<file path="src/rtl/ds_pkg.sv">
// Shared types for the delta-sigma stream selector and its frame counter.
package ds_pkg;

    typedef enum logic [1:0] {
        RUN        = 2'd0,
        WAIT_FRAME = 2'd1,
        BLANKING   = 2'd2
    } ds_state_t;

    function automatic int sel_width(input int n);
        return (n < 2) ? 1 : $clog2(n);
    endfunction

endpackage

</file>
<file path="src/rtl/ds_frame_counter.sv">
// Counts sample strobes 0..FRAME_LEN-1 and flags the strobe that closes a frame.
// Latency: wrap_o is combinational from in_valid_i; no backpressure.
module ds_frame_counter #(
    parameter int FRAME_LEN = 16
) (
    input  logic                         clk,
    input  logic                         rst,
    input  logic                         in_valid_i,
    output logic [$clog2(FRAME_LEN)-1:0] frame_cnt_o,
    output logic                         wrap_o
);
    localparam int CW = $clog2(FRAME_LEN);
    localparam logic [CW-1:0] LAST = CW'(FRAME_LEN - 1);

    logic [CW-1:0] cnt_q, cnt_d;

    always_comb begin
        cnt_d = cnt_q;
        if (in_valid_i) begin
            cnt_d = (cnt_q == LAST) ? '0 : cnt_q + 1'b1;
        end
    end

    always_ff @(posedge clk or posedge rst) begin
        if (rst) begin
            cnt_q <= '0;
        end else begin
            cnt_q <= cnt_d;
        end
    end

    assign frame_cnt_o = cnt_q;
    assign wrap_o      = in_valid_i && (cnt_q == LAST);

endmodule

</file>
<file path="src/rtl/ds_stream_mux.sv">
// N-channel registered sample selector; channel changes land only on frame wraps, followed by BLANK idle samples.
// Latency 1 clk on data; sel_req_ready is low while a switch is pending or blanking.
module ds_stream_mux
    import ds_pkg::*;
#(
    parameter int            N_CH      = 4,
    parameter int            W         = 1,
    parameter int            FRAME_LEN = 16,
    parameter int            BLANK     = 2,
    parameter logic [W-1:0]  IDLE_VAL  = '0,
    parameter int            INIT_SEL  = 0,
    localparam int           SELW      = sel_width(N_CH)
) (
    input  logic                clk,
    input  logic                rst,
    input  logic [N_CH*W-1:0]   in_data,
    input  logic                in_valid,
    input  logic [SELW-1:0]     sel_req,
    input  logic                sel_req_valid,
    output logic                sel_req_ready,
    output logic [W-1:0]        out_data,
    output logic                out_valid,
    output logic [SELW-1:0]     cur_sel,
    output logic                switching,
    output logic                err
);
    localparam int              BCW        = (BLANK < 1) ? 1 : $clog2(BLANK + 1);
    localparam logic [BCW-1:0]  BLANK_LAST = BCW'((BLANK > 0) ? BLANK - 1 : 0);
    localparam logic [SELW:0]   NCH_V      = (SELW + 1)'(N_CH);

    ds_state_t          state_q, state_d;
    logic [SELW-1:0]    cur_sel_q, cur_sel_d;
    logic [SELW-1:0]    pend_sel_q, pend_sel_d;
    logic [BCW-1:0]     blank_cnt_q, blank_cnt_d;
    logic               err_q, err_d;
    logic [W-1:0]       out_data_q;
    logic               out_valid_q;
    logic               wrap;
    logic [$clog2(FRAME_LEN)-1:0] unused_frame_cnt;

    // Frame position is exported for the decimator; the mux only needs the wrap.
    ds_frame_counter #(.FRAME_LEN(FRAME_LEN)) u_frame_cnt (
        .clk        (clk),
        .rst        (rst),
        .in_valid_i (in_valid),
        .frame_cnt_o(unused_frame_cnt),
        .wrap_o     (wrap)
    );

    always_comb begin
        state_d       = state_q;
        cur_sel_d     = cur_sel_q;
        pend_sel_d    = pend_sel_q;
        blank_cnt_d   = blank_cnt_q;
        err_d         = err_q;
        sel_req_ready = (state_q == RUN);
        unique case (state_q)
            RUN: begin
                if (sel_req_valid) begin
                    if ({1'b0, sel_req} >= NCH_V) begin
                        err_d = 1'b1;
                    end else if (sel_req != cur_sel_q) begin
                        pend_sel_d = sel_req;
                        state_d    = WAIT_FRAME;
                    end
                end
            end
            WAIT_FRAME: begin
                if (wrap) begin
                    if (BLANK == 0) begin
                        cur_sel_d = pend_sel_q;
                        state_d   = RUN;
                    end else begin
                        blank_cnt_d = '0;
                        state_d     = BLANKING;
                    end
                end
            end
            BLANKING: begin
                if (in_valid) begin
                    if (blank_cnt_q == BLANK_LAST) begin
                        blank_cnt_d = '0;
                        cur_sel_d   = pend_sel_q;
                        state_d     = RUN;
                    end else begin
                        blank_cnt_d = blank_cnt_q + 1'b1;
                    end
                end
            end
            default: state_d = RUN;
        endcase
    end

    always_ff @(posedge clk or posedge rst) begin
        if (rst) begin
            state_q     <= RUN;
            cur_sel_q   <= SELW'(INIT_SEL);
            pend_sel_q  <= SELW'(INIT_SEL);
            blank_cnt_q <= '0;
            err_q       <= 1'b0;
            out_data_q  <= IDLE_VAL;
            out_valid_q <= 1'b0;
        end else begin
            state_q     <= state_d;
            cur_sel_q   <= cur_sel_d;
            pend_sel_q  <= pend_sel_d;
            blank_cnt_q <= blank_cnt_d;
            err_q       <= err_d;
            out_valid_q <= in_valid;
            if (in_valid) begin
                out_data_q <= (state_q == BLANKING) ? IDLE_VAL : in_data[cur_sel_q*W +: W];
            end
        end
    end

    assign out_data  = out_data_q;
    assign out_valid = out_valid_q;
    assign cur_sel   = cur_sel_q;
    assign switching = (state_q != RUN);
    assign err       = err_q;

endmodule

</file>
<file path="config.mk">
export PLATFORM = sky130hd
export DESIGN_NAME = ds_stream_mux
export DESIGN_NICKNAME = d
export VERILOG_FILES = /design/src/rtl/ds_pkg.sv /design/src/rtl/ds_frame_counter.sv /design/src/rtl/ds_stream_mux.sv
export SDC_FILE = /design/constraint.sdc
export NUM_CORES = 1
export LEC_CHECK = 0
export CAP_MARGIN = 20
export CORE_MARGIN = 3
export CORE_UTILIZATION = 45
export DETAILED_ROUTE_END_ITERATION = 6
export PLACE_DENSITY = 0.76
export SYNTH_ARGS = -nofsm -noshare
export SYNTH_HDL_FRONTEND = slang
export SYNTH_SLANG_ARGS = --single-unit
</file>
<file path="constraint.sdc">
create_clock -name clk -period 1.7 [get_ports clk]
set_input_delay 0.17 -clock clk [delete_from_list [all_inputs] [get_ports clk]]
set_output_delay 0.17 -clock clk [all_outputs]
set_load 0.02 [all_outputs]
</file>
# Yosys cells after proc, flatten, opt, wreduce, memory -nomap -nowiden
# Cells that the tools add are included.
[op_classes] n_addsub=2 n_mul=0 div_mod_pow=0 n_lt_le_gt_ge=0 eq_ne=10 shift=1 n_mux=12 bitwise=0 n_reduce_logical=8
[op_table] op="two-way mux 2 bit" count=8
[op_table] op="AND reduction 3 bit" count=3
[op_table] op="inequality test 2 bit (second input constant)" count=3
[op_table] op="case mux 2 bit (3 select lines)" count=1
[op_table] op="AND reduction 5 bit" count=1
[op_table] op="adder 4 x 1 -> 4 bit (second input constant)" count=1
[op_table] op="== test 2 x 1 -> 1 bit (second input constant)" count=2
[op_table] op="== test 4 bit (second input constant)" count=1
[op_table] op="two-way mux 4 bit" count=1
[op_table] op="inequality test 2 x 1 -> 1 bit (second input constant)" count=2
[op_table] op="case mux 2 bit (2 select lines)" count=1
[op_table] op="nonzero test 2 bit" count=2
[op_table] op="variable part select 4 x 3 -> 1 bit" count=1
[op_table] op="adder 2 x 1 -> 2 bit (second input constant)" count=1
[op_table] op="== test 2 bit (second input constant)" count=1
[op_table] op="zero test 2 bit" count=1
[op_table] op="inequality test 2 bit" count=1
[op_table] op="logical AND 1 bit" count=1
[op_table] op="two-way mux 1 bit" count=1
[word_totals] register_bits=14 latch_bits=0 ramBits=0 mem_bits_ro=0 input_bits=10 wordCells=40 n_memories=0

# Depth between registers and ports, before layout
[logic_depth] depth_word=4 ltp_mapped=4 mapped_depth_nobuf=4

# Cells and area by module
# From an unflattened synthesis, not the netlist that was laid out.
[unflattened] cells_unflattened=61 hier_area_um2=673.1
[modules_own_cells] mod="ds_stream_mux" instances=1 cells_per_inst=41 area_per_inst_um2=481.7
[modules_own_cells] mod="ds_frame_counter" instances=1 cells_per_inst=20 area_per_inst_um2=191.4

# Worst setup path before layout
# Ideal clock, no wire load.
[synth_path] kind="reg2reg" from="register cur_sel_q[0] (netlist: cur_sel[0])" to="register out_data_q (netlist: out_data)" setup_time_ns=0.124 t_arrival_ns=1.187 required_time_ns=1.576 slack_ns=0.389 stages_incl_launch_ff=4 n_path_buf=0 path_cell_list="dfrtp_1 mux4_1 nand3_1 o21ai_1"
[synth_via] elab_chain_len=2
[synth_lines] element="start: declaration" line="ds_stream_mux.sv:32" source="logic [SELW-1:0] cur_sel_q, cur_sel_d;"
[synth_lines] element="start signal: assignment" line="ds_stream_mux.sv:97" source="cur_sel_q <= SELW'(INIT_SEL);"
[synth_lines] element="start signal: assignment" line="ds_stream_mux.sv:105" source="cur_sel_q <= cur_sel_d;"
[synth_lines] element="variable part select 4 x 3 -> 1 bit" line="ds_stream_mux.sv:111" source="out_data_q <= (state_q == BLANKING) ? IDLE_VAL : in_data[cur_sel_q*W +: W];"
[synth_lines] element="two-way mux 1 bit" line="ds_stream_mux.sv:111"
[synth_lines] element="end signal: assignment" line="ds_stream_mux.sv:111"
[synth_lines] element="end: declaration" line="ds_stream_mux.sv:36" source="logic [W-1:0] out_data_q;"
# Every way passes these cells.
# A chain may end at the register's enable or synchronous reset.

# Worst setup path in the final report
[layout_path] from="register cur_sel_q[0] (netlist: cur_sel[0])" to="output port cur_sel[0]"
[layout_lines] element="end: declaration" line="ds_stream_mux.sv:23" source="output logic [SELW-1:0] cur_sel,"
# No word-level cell between the ends.

==> Implementation_results.wiki <==
{| class="wikitable"
! Metric !! Value
|-
| All-layer global routing usage || 0.149
|-
| Number of buffer and inverter instances along the worst setup path || 1
|-
| Sequence of cells on the critical path || clkdlybuf4s50_1
|-
| Number of nets in the layout || 91
|-
| Net count of the mapped netlist || 71
|-
| Count of final max-slew check failures || 0
|-
| Flip-flop and latch count after synthesis || 14
|-
| Total via count after detailed routing || 503
|-
| Proportion of synthesized area in mux cells || 0.123
|-
| Sequential share of the synthesized area || 0.523
|-
| Clock latency on the worst-skew pair || 0.28 ns
|-
| Total of buffers placed on input and output ports || 15
|-
| Max Freq || 662 MHz
|-
| Diodes inserted || 0
|-
| Slowest stage cell, crit path || sky130_fd_sc_hd__clkdlybuf4s50_1
|-
| Horiz. Die Dim || 44.6 um
|-
| Worst voltage drop across the vdd grid || 0.739 mV
|-
| Number of clock sinks || 14
|-
| Initial Utilization || 0.496
|-
| Static Leakage || 0.403 nW
|-
| Yosys cell types || 26
|-
| Wire length of the first global-routing pass || 2.16 mm
|-
| Maximum number of pins on one net before global-route repair || 15
|-
| Number of global-route vias before repair || 508
|-
| Kind of start point of the critical path || register
|-
| Post-detailed-placement half-perimeter wirelength || 887 um
|-
| Worst Reg2Reg Path Length in Cells || 3
|-
| Netlist area before placement || 669 um2
|-
| Worst Tran Pin Value || 0.536 ns
|-
| Cell types occupying the most area after synthesis || sky130_fd_sc_hd__dfrtp_1 52%, sky130_fd_sc_hd__mux2_1 6.7%, sky130_fd_sc_hd__mux4_1 3.9%
|-
| Commonest non-fill, non-tap cell in the layout || sky130_fd_sc_hd__dfrtp_1
|-
| Mean Syn Cell Area || 11.2 um2
|-
| Antenna viol nets, final || 0
|-
| Result of the run || finished, final reports clean
|-
| Standard cell core area || 0.00135 mm2
|-
| Crit-path max cell delay || 0.64 ns
|-
| # setup viols final || 0
|-
| Cell type group with the largest total delay on the critical path || buffers and inverters
|-
| Total length of routed wires || 1.15 mm
|-
| Post-Synth Adder-Cell Area || 0.0187
|-
| Count of routing violations after the opening detailed-route iteration || 5
|-
| Register clock-pin slew on the reported worst setup and hold paths || 0.08 ns
|-
| Synthesized instance count || 60
|-
| Fill cell total of the finished layout || 117
|-
| Req. time, crit path || 1.53 ns
|-
| Capture point of the critical path || cur_sel[0]
|-
| Max-capacitance violation count || 0
|-
| Clock tree root driver cell || sky130_fd_sc_hd__clkbuf_4
|-
| Die area || 0.00199 mm2
|-
| Complex-gate fraction of the synthesized area || 0.110
|-
| Launch point of the worst reg-to-reg path || state_q[0]$_DFFE_PP0P_
|-
| Setup repair after global routing missed its margin || no
|-
| Average detailed-routed wire length per instance || 12.3 um
|-
| Weighted congestion reported at the end of routability-driven placement || 0.650
|-
| Register-to-register path setup slack || 0.35 ns
|-
| Power density over cell area || 1210 mW/mm2
|-
| Ports || 17
|-
| Number of vias per cell || 5.35
|-
| Combinational family with the most area after synthesis || simple AND/OR/NAND/NOR gates
|-
| Final worst-path cycle share || 0.889
|-
| # DRC || 0
|-
| Chip height || 44.6 um
|-
| Min Tclk post-route || 1.51 ns
|-
| Dpl ws || 0.234 ns
|-
| Area fraction of the dominant cell type after synthesis || 0.523
|-
| Final hold violation count || 0
|-
| Storage cell area || 350 um2
|-
| Overflow left after global routing || 0
|-
| Buffers from clock root to sink, at most || 2
|-
| Number of warnings issued by yosys || 0
|-
| Share of the synthesized netlist area taken by xor and xnor gates || 0.0523
|-
| Source of the critical timing path || cur_sel[0]$_DFFE_PP0P_
|-
| Max FO, Critical Path || 4
|-
| Clock buffers created by TritonCTS || 3
|-
| Antenna violations before repair || 0
|-
| Worst slew slack as a fraction of its limit || 0.643
|-
| Reg2reg end || cur_sel[1]$_DFFE_PP0P_
|-
| Cell taking the most area after synthesis || sky130_fd_sc_hd__dfrtp_1
|-
| Critical path capture point type || output port
|-
| Setup repair bufs after CTS || 0
|-
| Type of the setup path with the least slack || reg -> out
|-
| Commonest cells after routing, fill and taps aside || 14 x sky130_fd_sc_hd__dfrtp_1, 13 x sky130_fd_sc_hd__clkdlybuf4s50_1, 6 x sky130_fd_sc_hd__nand2_1
|-
| Layout overhead on the synthesized area || 30.7%
|-
| Worst Clk Skew || 0.00138 ns
|-
| Fraction of layout instances using a drive strength above 1 || 0.127
|-
| Number of H-tree branching levels || 1
|-
| Pre-Repair DR Iteration Count || 4
|-
| Depth of the critical timing path with buffers and inverters included || 1
|-
| CTS tree || done
|-
| Class of the tightest hold or removal check || in -> async
|-
| CP Data Arrival Time || 1.34 ns
|-
| Rows || 13
|-
| Area occupied by multi-input gates || 295 um2
|-
| Setup total negative slack || 0 ns
|-
| Simple-Gate Fraction of Synth Area || 0.131
|-
| Final worst slack || 0.189 ns
|}
==> area by class of cell <==
cell class	count	share of cell area
clock buffers	4	0.0415
flip-flops and latches	14	0.401
inverters	3	0.0129
well taps	15	0.0215
repair buffers	17	0.186
multi-input cells	41	0.338
==> how the worst min path moves through the flow <==
stage                                                   to  slack [ns]  depth (start not counted)
finish                           pend_sel_q[1]$_DFFE_PP0P_        0.22                          2
detailed placement  u_frame_cnt.frame_cnt_o[3]$_DFFE_PP0P_        0.48                          1
floorplan                       blank_cnt_q[0]$_DFFE_PP0P_        0.06                          1
CTS                              pend_sel_q[1]$_DFFE_PP0P_        0.24                          2
global placement    u_frame_cnt.frame_cnt_o[3]$_DFFE_PP0P_        0.46                          1
global route        u_frame_cnt.frame_cnt_o[1]$_DFFE_PP0P_        0.26                          2
==> state kept, by name, summed over array words and instances, names as in the netlist <==
signal and cells:
pend_sel_q 2, u_frame_cnt.frame_cnt_o 4, out_valid 1, out_data 1
blank_cnt_q 2, cur_sel 2, state_q 2
==> cells in the mapped netlist (all sizes together) <==
cell type,instances
xor2,3
a21o,1
o2bb2ai,1
and2,1
nand4,2
nand2,6
xnor2,1
a21oi,4
o21ai,5
dfrtp,14
nor2,4
nand2b,1
buf,2
mux2,5
nand4b,1
nor2b,1
mux4,1
conb,1
inv,3
nand3,1
ha,1
o211ai,1
==> routing by layer <==
metal	global-route usage	routed length, um
met1	0.193	568
met2	0.223	496
met3	0.0366	58
met4	0.0904	30
met5	0	0
==> stage by stage <==
| stage | cell area [um2] | util | power (mW) | hold WS [ns] | std cells |
|---|---|---|---|---|---|
| floorplan | 669 | - | 0.717 | 0.0592 | 60 |
| global placement | 841 | 0.623 | 0.828 | 0.458 | 90 |
| detailed placement | 841 | 0.623 | 0.847 | 0.481 | 90 |
| CTS | 875 | 0.648 | 1.08 | 0.235 | 94 |
| global route | 875 | 0.648 | 1.14 | 0.257 | 94 |
| finish | 875 | 0.648 | 1.06 | 0.225 | 94 |
==> power breakdown <==
part	internal [mW]	switching, mW	leakage, nW
sequential	0.425	0.0895	0.175
clock	0.130	0.106	0.0210
combinational	0.164	0.144	0.207
==> cell families after synthesis <==
group | count (synthesis)
muxes | 6
other | 1
and+or+nand+nor | 17
buffers and inverters | 5
adders and majority gates | 1
DFF | 14
AOI/OAI and AO/OA | 12
xor gates and xnor gates | 4
==> repair_timing <==
action	in CTS	in global routing
hold buffers	0	0
hold endpoints to repair	0	0
gates resized for setup	2	0
setup endpoints to repair	2	0
Note: power is estimated with default switching activity, not from simulation.
==> patch 1: new RTL, same flow settings <==
Make the reset (`rst`) synchronous in 2 clocked blocks.
--- a/src/rtl/ds_frame_counter.sv
+++ b/src/rtl/ds_frame_counter.sv
@@ -23,3 +23,3 @@
 
-    always_ff @(posedge clk or posedge rst) begin
+    always_ff @(posedge clk) begin
         if (rst) begin
--- a/src/rtl/ds_stream_mux.sv
+++ b/src/rtl/ds_stream_mux.sv
@@ -93,3 +93,3 @@
 
-    always_ff @(posedge clk or posedge rst) begin
+    always_ff @(posedge clk) begin
         if (rst) begin
Formal check against the unedited RTL: differs if rst is asserted again (counterexample within 4 cycles, from zero or initial values and one cycle with rst high); with rst held inactive, the same outputs for 10 cycles.
==> patch 1 against the original RTL <==
Sequential cell count is the same; first-iteration DRC count grew 40%; critical path type unchanged; synthesized area grew 1.3%; synthesized cell count grew 20%; worst setup slack gained 0.012 ns; wire length grew 14%; design area shrank 1.4%.
Power is not compared: it rests on default switching activity, and its combinational part moved more than twofold at a synthesized area within 25%.
==> patch 1: results (changes against the original RTL) <==
* CP startpoint: cur_sel[1]$_SDFFE_PP0P_
* Hpwl dp at 997 µm (+12%)
* GP Congestion at 0.734 (+13%)
* Pre-CTS setup slack at 0.263 ns (+0.0293 ns)
* Routed via count at 570 (+13%)
* Synth area leaders: dfxtp_1, mux2i_1, nand2b_1, a21oi_1, mux4_2
* Vias/cell at 5.53 (+3.4%)
* Top FF cell, synth: dfxtp_1
* Reg2reg start: u_frame_cnt.frame_cnt_o[0]$_SDFFE_PP0P_
* Worst R2R Setup Slack at 0.26 ns (-0.09 ns)
* Total GRT Usage at 14.8% (-0.18 points)
* First DRT Iteration DRCs at 7 (+2)
* WL met2 at 604 µm (+22%)
* Mapped Nets at 83 (+17%)
* M3 GR Usage at 2.39% (-1.3 points)
* RR Endpoint: blank_cnt_q[1]$_SDFFE_PP0P_
* WL/cell at 12.8 µm (+3.9%)
* Setup Skew at 0.00165 ns (+0.000279 ns)
* Vias in the first global route at 523 (+3.0%)
* HP Class: reg2reg
* Post-Route M1 WL at 575 µm (+1.2%)
* Status: finished, final reports clean
* Met3 Routed Length at 105 µm (+81%)
* Hold Startpoint: out_data$_SDFFE_PP0P_
* Share of cells above drive strength 1 at 9.09% (-3.6 points)
* Pin count of the biggest net entering global routing at 17 (+2)
* Placed cell areas at 838 µm² (-0.30%)
* Top cells by count, synth: dfxtp_1, nand2b_1, a21oi_1
* Nets at 101 (+11%)
* Worst-Margin Slew at 0.544 ns (+0.00793 ns)
* Global-route wire length before repair at 2.14 mm (-0.93%)
* Mapped Cells at 72 (+20%)
* Yosys cell types at 32 (+23%)
[patch 1: cell count changes after synthesis, moves of 2 or more]
cell / delta
mux2i_1: +4
nor2_1: +2
nor2_2: -2
nand2b_1: +5
mux2_1: -4
dfxtp_1: +14
nand2_1: -4
o21ai_1: -3
dfrtp_1: -14
nand3_1: +2
[patch 1: cells by family after synthesis]
family / Yosys count / share of synthesized area (%)
flops: 14 / 41.3
xor+xnor: 4 / 5.17
simple gates: 27 / 24.2
compound gates: 13 / 13.1
fa+ha+maj: 1 / 1.84
mux: 5 / 9.23
buf+inv: 7 / 4.61
other cells: 1 / 0.553
[patch 1: cell type report]
cell class,instances,area (µm²)
clock buffers,3,22.5
well taps,15,18.8
fillers,127,488
flip-flops and latches,14,280
inverters,4,15.0
repair buffers,16,159
multi-input cells,51,367
[patch 1: power by group through the flow]
stage	sequential [mW]	combinational [mW]	clock [mW]
4_1_cts	0.349	0.0959	0.190
2_1_floorplan	0.358	0.0522	0
6_report	0.349	0.0946	0.185
3_3_place_gp	0.356	0.0955	0
3_5_place_dp	0.357	0.0970	0
5_1_grt	0.351	0.103	0.197
[patch 1: timing repair]
| action | 4_1_cts | 5_1_grt |
|---|---|---|
| hold endpoints to repair | 0 | 0 |
| resized for setup | 1 | 1 |
| pin swaps | 0 | 0 |
| endpoints found under the setup margin | 1 | 1 |
[patch 1: worst max-delay path by stage]
stage | to | cells after the start | slack [ns]
2_1_floorplan | out_data$_SDFFE_PP0P_ | 3 | 0.42
3_3_place_gp | sel_req_ready | 3 | 0.28
3_5_place_dp | sel_req_ready | 3 | 0.26
4_1_cts | switching | 2 | 0.04
5_1_grt | cur_sel[0] | 1 | 0.16
6_report | cur_sel[1] | 1 | 0.20
==> patch 2: new RTL, same settings <==
Made on the original files. `FRAME_LEN` is set to 16 in 2 places; all go to 32.
--- a/src/rtl/ds_frame_counter.sv
+++ b/src/rtl/ds_frame_counter.sv
@@ -3,3 +3,3 @@
 module ds_frame_counter #(
-    parameter int FRAME_LEN = 16
+    parameter int FRAME_LEN = 32
 ) (
--- a/src/rtl/ds_stream_mux.sv
+++ b/src/rtl/ds_stream_mux.sv
@@ -7,3 +7,3 @@
     parameter int            W         = 1,
-    parameter int            FRAME_LEN = 16,
+    parameter int            FRAME_LEN = 32,
     parameter int            BLANK     = 2,
Formal check against the unedited RTL: no difference found for any inputs over 10 cycles, from zero or initial values and one cycle with rst high; that may be too few to reach the edited logic, so the function may still have changed.
==> patch 2 against the original RTL <==
Worst setup slack worse by 0.12 ns; design area up 5.4%; highest routed layer unchanged; power down 0.59%; combinational power up 6%; sequential cell count up 1; synthesized area up 8.8%; wire length up 14%; global-route usage about the same.
==> patch 2: results (changes against the original RTL) <==
* GP Congestion at 0.730 (+12%)
* Placed cell areas at 892 µm² (+6.1%)
* Synth Area in XOR/XNOR at 2.41% (-2.8 points)
* TritonCTS Buffers at 3 (unchanged)
* Drt pass-1 iters at 3 (-1)
* Post-placement cell count at 92 (+2.2%)
* Synth area leaders: dfrtp_1, mux2_1, ha_1, mux4_2, inv_1
* Post-CTS sizing at 0 (-2)
* Yosys reg bits at 15 (+1)
* WL/cell at 13.7 µm (+12%)
* Postcts setup bufs at 0 (unchanged)
* Status: finished, final reports clean
* Register area share after synthesis at 51.5% (-0.79 points)
* Worst-path fanout max at 3 (-1)
* Total GRT Usage at 14.9% (-0.041 points)
* Pin count of the biggest net entering global routing at 16 (+1)
* Post-synthesis mux area share at 13.7% (+1.4 points)
* Synthesized-area fraction occupied by adder cells at 3.44% (+1.6 points)
* WP data arrival at 1.46 ns (+0.12 ns)
* Mapped Nets at 75 (+5.6%)
* # fillers at 128 (+9.4%)
* Post-synth ARST share at 100% (unchanged)
* Max reg flops at 5 (+1)
* P_leak at 0.448 nW (+11%)
* Sequential Area at 375 µm² (+7.1%)
* Non-clk buf share at 17.4% (-1.2 points)
* Hpwl dp at 1.06 mm (+20%)
* ClkCell Share at 2.99% (-1.2 points)
* Sw Pwr at 0.340 mW (about the same)
* Non-clock inverter count at 6 (+3)
* Nets at 94 (+3.3%)
* Yosys cell types at 28 (+7.7%)
* Top cells by count, synth: dfrtp_1, mux2_1, inv_1, nand2_1
* Worst R2R Setup Slack at 0.13 ns (-0.22 ns)
* Clock transition at the registers of the reported paths at 0.09 ns
* Fraction of area in multi-input gates at 34.5% (+0.70 points)
* Multi-input gates at 40 (-2.4%)
* Worst-Margin Slew at 0.553 ns (+0.0175 ns)
* Peak VDD IR at 0.000646 V (-13%)
* Vias in the first global route at 527 (+3.7%)
* Routed WL at 1.32 mm (+14%)
* First DRT Iteration DRCs at 3 (-2)
* Power Density at 1140 mW/mm² (-5.7%)
* Synth Area in Compound Gates at 10.8% (-0.20 points)
* Routed via count at 500 (-0.60%)
* Hold Worst Slack at 0.229 ns (+0.00459 ns)
* Mapped Cells at 63 (+5.0%)
* Root Buffer: clkbuf_4
* Global-route wire length before repair at 2.18 mm (+0.97%)
* Setup Skew at 0.00201 ns (+0.000632 ns)
* Non-clock buffer count at 16 (-1)
* Share of cells above drive strength 1 at 13.6% (+0.92 points)
-- patch 2: metrics by stage --
| step | setup WS (ns) | utilization, % | power (mW) |
|---|---|---|---|
| 2_1_floorplan | 0.258 | - | 0.740 |
| 4_1_cts | 0.0330 | 65.7 | 1.07 |
| 6_report | 0.0679 | 65.9 | 1.05 |
| 5_1_grt | 0.0194 | 65.9 | 1.13 |
| 3_3_place_gp | 0.182 | 63.8 | 0.847 |
| 3_5_place_dp | 0.155 | 63.8 | 0.865 |
-- patch 2: path summary, 6_finish.rpt --
path,cells after the start,to,start
min in group clk,3,state_q[0]$_DFFE_PP0P_,sel_req_valid
hold reg to reg,1,u_frame_cnt.frame_cnt_o[3]$_DFFE_PP0P_,u_frame_cnt.frame_cnt_o[3]$_DFFE_PP0P_
setup / recovery,3,switching,state_q[1]$_DFFE_PP0P_
max in group asynchronous,2,out_data$_DFFE_PP0P_,rst
setup reg to reg,6,u_frame_cnt.frame_cnt_o[3]$_DFFE_PP0P_,u_frame_cnt.frame_cnt_o[0]$_DFFE_PP0P_
hold / removal,2,u_frame_cnt.frame_cnt_o[1]$_DFFE_PP0P_,rst
-- patch 2: power by group through the flow --
stage	Sequential, mW	Clock [mW]	Combinational, mW
after floorplan	0.522	0	0.218
after global placement	0.529	0	0.318
after detailed placement	0.534	0	0.331
after CTS	0.527	0.209	0.333
after global routing	0.540	0.223	0.364
final	0.528	0.200	0.325
-- patch 2: metal layers --
layer	vias to the layer above	global-route usage [%]	wire [µm]
met5	-	0	0
met4	0	8.52	17
met3	2	3.52	50
met2	11	24.5	637
met1	235	17.5	611
li1	252	-	-
-- patch 2: critical path: stages (launching register included) --
cell             delay (ns)
dfrtp_1                0.45
nor2_4                 0.14
inv_1                  0.05
clkdlybuf4s50_1        0.54
